===== src/rtl/fifo_rd_drain.sv =====
// fifo_rd_drain: read-side drain controller for the dual-clock FIFO (read clock domain).
// Issues pops on rinc/rempty, tracks the fixed RD_LAT read latency, captures returned
// words into a DEPTH-entry skid buffer and presents them on a valid/ready interface.
// Credit (count + pending <= DEPTH) guarantees the skid buffer can never overflow.
//
// Ports:
//   clk        in   read-domain clock (FIFO rclk)
//   rst_n      in   asynchronous active-low reset
//   rempty     in   FIFO empty flag (registered in the FIFO)
//   rinc       out  pop request; only asserted while rempty is low (combinational)
//   rdata      in   FIFO read data, valid RD_LAT cycles after a pop
//   out_valid  out  head word available (decoded from registered pointers)
//   out_data   out  head word
//   out_ready  in   consumer accepts the head word this cycle
//   pending    out  pops issued whose data has not yet arrived
//   deliv_cnt  out  running count of delivered words, wraps at 16 bits
module fifo_rd_drain #(
    parameter int unsigned WIDTH  = 8,
    parameter int unsigned RD_LAT = 2,
    parameter int unsigned DEPTH  = 4
) (
    input  logic             clk,
    input  logic             rst_n,
    input  logic             rempty,
    output logic             rinc,
    input  logic [WIDTH-1:0] rdata,
    output logic             out_valid,
    output logic [WIDTH-1:0] out_data,
    input  logic             out_ready,
    output logic [2:0]       pending,
    output logic [15:0]      deliv_cnt
);

    localparam int unsigned AW = (DEPTH > 1) ? $clog2(DEPTH) : 1;
    localparam int unsigned PW = AW + 1;
    localparam int unsigned SW = PW + 3;

    logic [RD_LAT-1:0] vld_q, vld_d;
    logic [PW-1:0]     wp_q, wp_d;
    logic [PW-1:0]     rp_q, rp_d;
    logic [WIDTH-1:0]  mem_q [DEPTH];
    logic [WIDTH-1:0]  mem_d [DEPTH];
    logic [15:0]       deliv_q, deliv_d;

    logic [PW-1:0]     count;
    logic [2:0]        pend;
    logic              arrive;
    logic              xfer;
    logic              rinc_int;

    // Occupancy and in-flight count; both derive only from registers.
    always_comb begin
        count = wp_q - rp_q;
        pend  = 3'd0;
        for (int i = 0; i < int'(RD_LAT); i++) begin
            pend = pend + 3'(vld_q[i]);
        end
    end

    // Pop credit: the word arriving this cycle is still in pend, so the sum never
    // exceeds DEPTH; a same-cycle transfer only frees credit from the next cycle.
    always_comb begin
        rinc_int = ~rempty & ((SW'(count) + SW'(pend)) < SW'(DEPTH));
        arrive   = vld_q[RD_LAT-1];
        xfer     = (count != '0) & out_ready;
    end

    // Next-state: latency shift register, pointers, buffer write, delivery counter.
    always_comb begin
        vld_d    = vld_q;
        wp_d     = wp_q;
        rp_d     = rp_q;
        mem_d    = mem_q;
        deliv_d  = deliv_q;

        vld_d[0] = rinc_int;
        for (int i = 1; i < int'(RD_LAT); i++) begin
            vld_d[i] = vld_q[i-1];
        end

        if (arrive) begin
            mem_d[wp_q[AW-1:0]] = rdata;
            wp_d                = wp_q + PW'(1);
        end

        if (xfer) begin
            rp_d    = rp_q + PW'(1);
            deliv_d = deliv_q + 16'd1;
        end
    end

    always_ff @(posedge clk or negedge rst_n) begin
        if (!rst_n) begin
            vld_q   <= '0;
            wp_q    <= '0;
            rp_q    <= '0;
            deliv_q <= '0;
            for (int i = 0; i < int'(DEPTH); i++) begin
                mem_q[i] <= '0;
            end
        end else begin
            vld_q   <= vld_d;
            wp_q    <= wp_d;
            rp_q    <= rp_d;
            deliv_q <= deliv_d;
            mem_q   <= mem_d;
        end
    end

    assign rinc      = rinc_int;
    assign out_valid = (count != '0);
    assign out_data  = mem_q[rp_q[AW-1:0]];
    assign pending   = pend;
    assign deliv_cnt = deliv_q;

endmodule


===== config.mk =====
export PLATFORM = sky130hd
export DESIGN_NAME = fifo_rd_drain
export DESIGN_NICKNAME = d
export VERILOG_FILES = /design/src/rtl/fifo_rd_drain.sv
export SDC_FILE = /design/constraint.sdc
export NUM_CORES = 1
export LEC_CHECK = 0
export ABC_CLOCK_PERIOD_IN_PS = 2650
export CORE_MARGIN = 3
export CORE_UTILIZATION = 53
export DETAILED_ROUTE_END_ITERATION = 10
export PLACE_DENSITY = 0.77
export SYNTH_ARGS = -nofsm -noshare
export SYNTH_HDL_FRONTEND = slang
export SYNTH_SLANG_ARGS = --single-unit

===== constraint.sdc =====
create_clock -name clk -period 2.65 [get_ports clk]
set_input_delay 0.6625 -clock clk [delete_from_list [all_inputs] [get_ports clk]]
set_output_delay 0.6625 -clock clk [all_outputs]
set_load 0.02 [all_outputs]

# Word level (Yosys, flattened, before mapping)
# Index checks and enable logic that the tools add are counted.
dict set report op_classes {
  add_sub_neg 6
  n_lt_le_gt_ge 4
  muxes 6
  n_bitwise 5
  n_reduce_logical 2
}
# op n
set op_table {}
lappend op_table {{bitwise mux 32 bit} 1}
lappend op_table {{2-to-1 mux 8 bit} 3}
lappend op_table {{adder 16 x 1 -> 16 bit (second input constant)} 1}
lappend op_table {{binary-select mux 8 bit (select 2 bit)} 1}
lappend op_table {{demux 8 bit (select 2 bit)} 1}
lappend op_table {{adder 3 x 1 -> 3 bit (second input constant)} 2}
lappend op_table {{greater-or-equal comparator 3 bit (second input constant)} 2}
lappend op_table {{NOT 2 -> 3 bit} 2}
lappend op_table {{adder 3 x 2 -> 4 bit} 1}
lappend op_table {{< comparator 4 x 3 -> 1 bit (second input constant)} 1}
lappend op_table {{< comparator 3 x 1 -> 1 bit (second input constant)} 1}
lappend op_table {{nonzero test 3 bit} 1}
lappend op_table {{subtractor 3 bit} 1}
lappend op_table {{adder 1 x 1 -> 2 bit} 1}
lappend op_table {{bitwise AND 1 bit} 2}
lappend op_table {{logical AND 1 bit} 1}
lappend op_table {{NOT 1 bit} 1}
dict set report totals {
  reg_bits 56
  inputBits 12
  output_inout_bits 29
  elab_cells 31
}

# Depth between registers and ports, before layout
dict set report logic_depth {
  depth_word 6
  ltp_mapped 8
  ltp_nobuf 8
}

# Worst setup path before layout
# Ideal clock, no wire load.
dict set report synth_path {
  path_kind {register to output}
  start {reg rp_q[1]}
  end {out rinc}
  arrival_ps 2161
  t_required_ps 1987
  path_slack_ps -174
  stages_incl_launch_ff 7
  n_path_buf 1
  path_cell_list {dfrtp_1 clkbuf_1 inv_1 fa_1 xor3_2 o21ai_0 nor3_1}
}
dict set report synth_between {
  elab_chain_cells 4
}
# item line_no
set synth_rtl {}
lappend synth_rtl {{start: declaration} 40} ;# logic [PW-1:0] rp_q, rp_d;
lappend synth_rtl {{start signal: assignment} 104} ;# rp_q <= rp_d;
lappend synth_rtl {{subtractor 3 bit} 53} ;# count = wp_q - rp_q;
lappend synth_rtl {{adder 3 x 2 -> 4 bit} 63} ;# rinc_int = ~rempty & ((SW'(count) + SW'(pend)) < SW'(DEPTH));
lappend synth_rtl {{< comparator 4 x 3 -> 1 bit} 63}
lappend synth_rtl {{bitwise AND 1 bit} 63}
lappend synth_rtl {{end: declaration} 25} ;# output logic rinc,
# Every way passes these cells.

# Worst setup path in the final report
dict set report layout_path {
  start {reg wp_q[0]}
  end {out rinc}
}
dict set report layout_between {
  elab_chain_cells 4
}
# item line_no
set layout_rtl {}
lappend layout_rtl {{start: declaration} 39} ;# logic [PW-1:0] wp_q, wp_d;
lappend layout_rtl {{start signal: assignment} 103} ;# wp_q <= wp_d;
lappend layout_rtl {{subtractor 3 bit} 53}
lappend layout_rtl {{adder 3 x 2 -> 4 bit} 63}
lappend layout_rtl {{< comparator 4 x 3 -> 1 bit} 63}
lappend layout_rtl {{bitwise AND 1 bit} 63}
# Every way passes these cells.

==> out/summary.md <==
The detail route stage leaves a number of antenna-violating nets equal to 0. The static power due to leakage was 1.39 nW; the clock insertion delay at the later pin of the skew report was 0.30 ns. No sink is reached through more buffers than the 2 on the longest clock path.

The end of the worst register-to-register path was deliv_cnt[6]. For the number of iterations in the first detailed-routing pass, the log shows 4. The run gives 0 as the count of max-cap constraint violations. In the final layout, the share of cells above drive strength 1 is 30.9%. The run gives 9 as the count of endpoints failing setup in the final report.

The total I/O pin count came out at 41. The final reports fail on negative setup slack. The part of the cycle the worst path needs works out to 108%. The relative contribution of the clock network to total power is 12.9%. After clock tree synthesis, the clock-pin slew on the worst setup and hold paths is 0.10 ns. The die extent in y was 75.4 microns; the power per standard cell area was 1320 nW/um^2. The logs give 122 for the number of DRC markers in iteration 0 and 257 for the final-stage net count.

Setup repair after global routing could not meet its margin everywhere. Counting every net in the synthesized netlist gives 202. The longest individual stage delay on the worst path was 0.47 ns; the worst path setup slack after routing was -0.225 ns. In this design, the critical path's most frequently occurring cell is sky130_fd_sc_hd__inv_2.

Data on the critical path is required at its endpoint by 1.99 ns. The tools report the number of antenna violations at the first check in global routing as 0. The sequential power share was 34.3%.

The tools report the final RePlAce weighted congestion as 0.785. For the total wire length after detailed routing, the log shows 5.09 mm. TritonCTS created 5 clock buffers.

In this run the clock root is driven by a sky130_fd_sc_hd__clkbuf_8. The logs give 0.00809 ns for the worst setup skew after layout and 56 for the clock net sink count. CTS built an H-tree with a depth of 2.

The initial cell density of the core came out at 56.7%. For the final count of hold timing violations, the log shows 0. The area growth from synthesis to layout is 25.9%. Counting cells, the worst reg-to-reg path comes to 9. For the finished layout, the period the worst path requires is 2.87 ns. The routed via count is 1595, and the via count of the first global-routing pass is 1727.

The worst setup slack for register-to-register paths was 0.38 ns. In this run, the combinational gates consume 52.8% of the power. In this design, the largest share of critical-path delay is due to adder cells.

The number of buffers and inverters on the critical path is 3. In the synthesized netlist, the number of instances is 180. The die is 75.4 microns wide. The region available for standard cell placement spans 4500 sq um. Net switching is 36.2% of the power. Classification of the worst-slack hold path: in -> async. Count of pins over their slew limit: 0. The most common library cell in the layout ignoring fill and taps was sky130_fd_sc_hd__dfrtp_1.

Average vias per placed instance: 5.54. The area of all sequential standard cells was 1400 sq um. The run gives 0.00153 W as the net switching power.

Summing the sequential cell areas from Yosys gives 54.9% of the chip area. Counting flops with a built-in enable in the synthesized netlist gives 0. Yosys printed 0 warnings. The slowest stage of the critical path belongs to the cell sky130_fd_sc_hd__fa_1. The total of fill cells in the finished design was 308; the worst hold margin was 0.374 ns. The total global routing overflow came out at 0. The floorplan step defined a die boundary enclosing 5690 sq um. The tools report the area of the multi-input gates as 1140 sq um. The signal on the critical path passes through inv_2, ha_4, inv_2, fa_1, ha_1, nand2_1, o21ai_2, nor3_2, buf_4. The total DRC errors in the routed layout is 0, and the mean area per synthesized cell is 14.2 sq um.

The library cells used most frequently in the layout, excluding fill and tap cells, are sky130_fd_sc_hd__dfrtp_1 (56), sky130_fd_sc_hd__clkdlybuf4s50_1 (36), sky130_fd_sc_hd__mux2_2 (32). The run gives 0 as the antenna diode instance count. The number of distinct library cells after synthesis came out at 27. Of all nets on the critical path, the largest fanout is 2.

The worst setup path is of the reg -> out kind. The worst setup path is captured at an output port. The HPWL after detailed placement is 3.58 mm.

TritonCTS built the clock tree. In the synthesized netlist the async set-or-reset flop fraction comes to 100%. The slew at the pin with the worst max-slew slack came out at 0.654 ns.

For this run, the top clock speed supported by timing is 348 MHz. The maximum number of pins on one net before global-route repair came out at 30. The global-route usage over all layers came out at 19.9%.

The type of element launching the critical path is a register. The average routed wire per standard cell is 17.7 microns. Cell internal power was estimated by the tool at 0.00270 W. In this run the critical register-to-register path is launched from wp_q[0].

For this run, the leading register cell type out of synthesis is sky130_fd_sc_hd__dfrtp_1. At the placement stage, the worst setup path has a slack of -0.397 ns. In this run the tightest slew margin relative to its limit is 56.4%.

Input and output buffers added on the ports amount to 39. First-pass GRT wire length: 8.36 mm. The flow ran to the end, but the final reports show violations. The synthesized netlist occupies a cell area of 2550 sq um. Maximum vdd ir drop: 0.000945 V. The run gives 24 as the floorplan row count. The number of synthesized register bits is 56, and the arrival time reported for the critical path endpoint is 2.21 ns.
flip-flops by register name, summed over array words and instances, names as in the netlist:
name / flops
deliv_cnt: 16
mem_q: 32
rp_q: 3
vld_q: 2
wp_q: 3
synth_stat cells (all sizes together) (3+ instances only):
cell	count	share of area [%]
nand2	17	2.5
nand4	6	1.5
inv	4	0.59
xor2	5	1.7
xnor2	14	4.8
dfrtp	56	55
nand3	6	1.2
mux4	8	7.1
ha	9	4.4
nor3	3	0.78
mux2	32	14
o21ai	3	0.59
worst max path at each step:
stage,from,endpoint,cells past startpoint
final,wp_q[0],rinc,9
after global routing,wp_q[0],rinc,9
after CTS,wp_q[0],rinc,9
after detailed placement,wp_q[0],rinc,9
after global placement,wp_q[0],rinc,9
after floorplan,wp_q[0],rinc,7
cell families (layout without fill, tap and decap cells):
logic type | count (synthesis) | after routing | synth area share (%)
muxes | 40 | 40 | 21.2
DFF | 56 | 56 | 54.9
xor gates and xnor gates | 20 | 20 | 7.50
AOI/OAI and AO/OA | 7 | 7 | 2.50
buffers and inverters | 8 | 64 | 1.37
and+or+nand+nor | 38 | 38 | 7.25
adders and majority gates | 10 | 10 | 5.19
other | 1 | 1 | 0.147
routing by layer:
layer	share of wire [%]	GRT usage, %	vias to the layer above
li1	-	-	738
met1	43	25.7	804
met2	51	34.9	45
met3	4.1	3.17	8
met4	1.2	5.24	0
met5	0	0	-
metrics by stage:
stage	area, sq um	cells	TNS (ns)	power, W	util [%]
2_1_floorplan	2560	180	0	0.00277	-
3_3_place_gp	3070	276	-0.371	0.00350	68.1
3_5_place_dp	3070	276	-0.590	0.00362	68.1
4_1_cts	3200	286	-0.769	0.00423	71.1
5_1_grt	3220	288	-1.46	0.00451	71.4
6_report	3220	288	-0.553	0.00424	71.4
power by group through the flow:
stage | registers, W | clock network, W | logic [W]
after global routing | 0.00150 | 0.000596 | 0.00242
final | 0.00145 | 0.000546 | 0.00224
after CTS | 0.00146 | 0.000554 | 0.00222
after detailed placement | 0.00147 | 0 | 0.00215
after global placement | 0.00142 | 0 | 0.00208
after floorplan | 0.00146 | 0 | 0.00131
area by class of cell:
class | count | share of cell area, %
inverters | 4 | 0.467
flip-flops and latches | 56 | 43.6
clock inverters | 2 | 1.09
repair buffers | 52 | 15.2
clock buffers | 6 | 2.26
multi-input cells | 116 | 35.4
well taps | 52 | 2.02
what timing repair did:
action / in CTS / in global routing
hold endpoints to repair: 0 / 0
resized for setup: 15 / 0
endpoints found under the setup margin: 9 / 10
hold buffers: 0 / 0
pin swaps: 6 / 3
setup buffers: 2 / 2
gates cloned: 0 / 0
(Power assumes the default switching activity.)
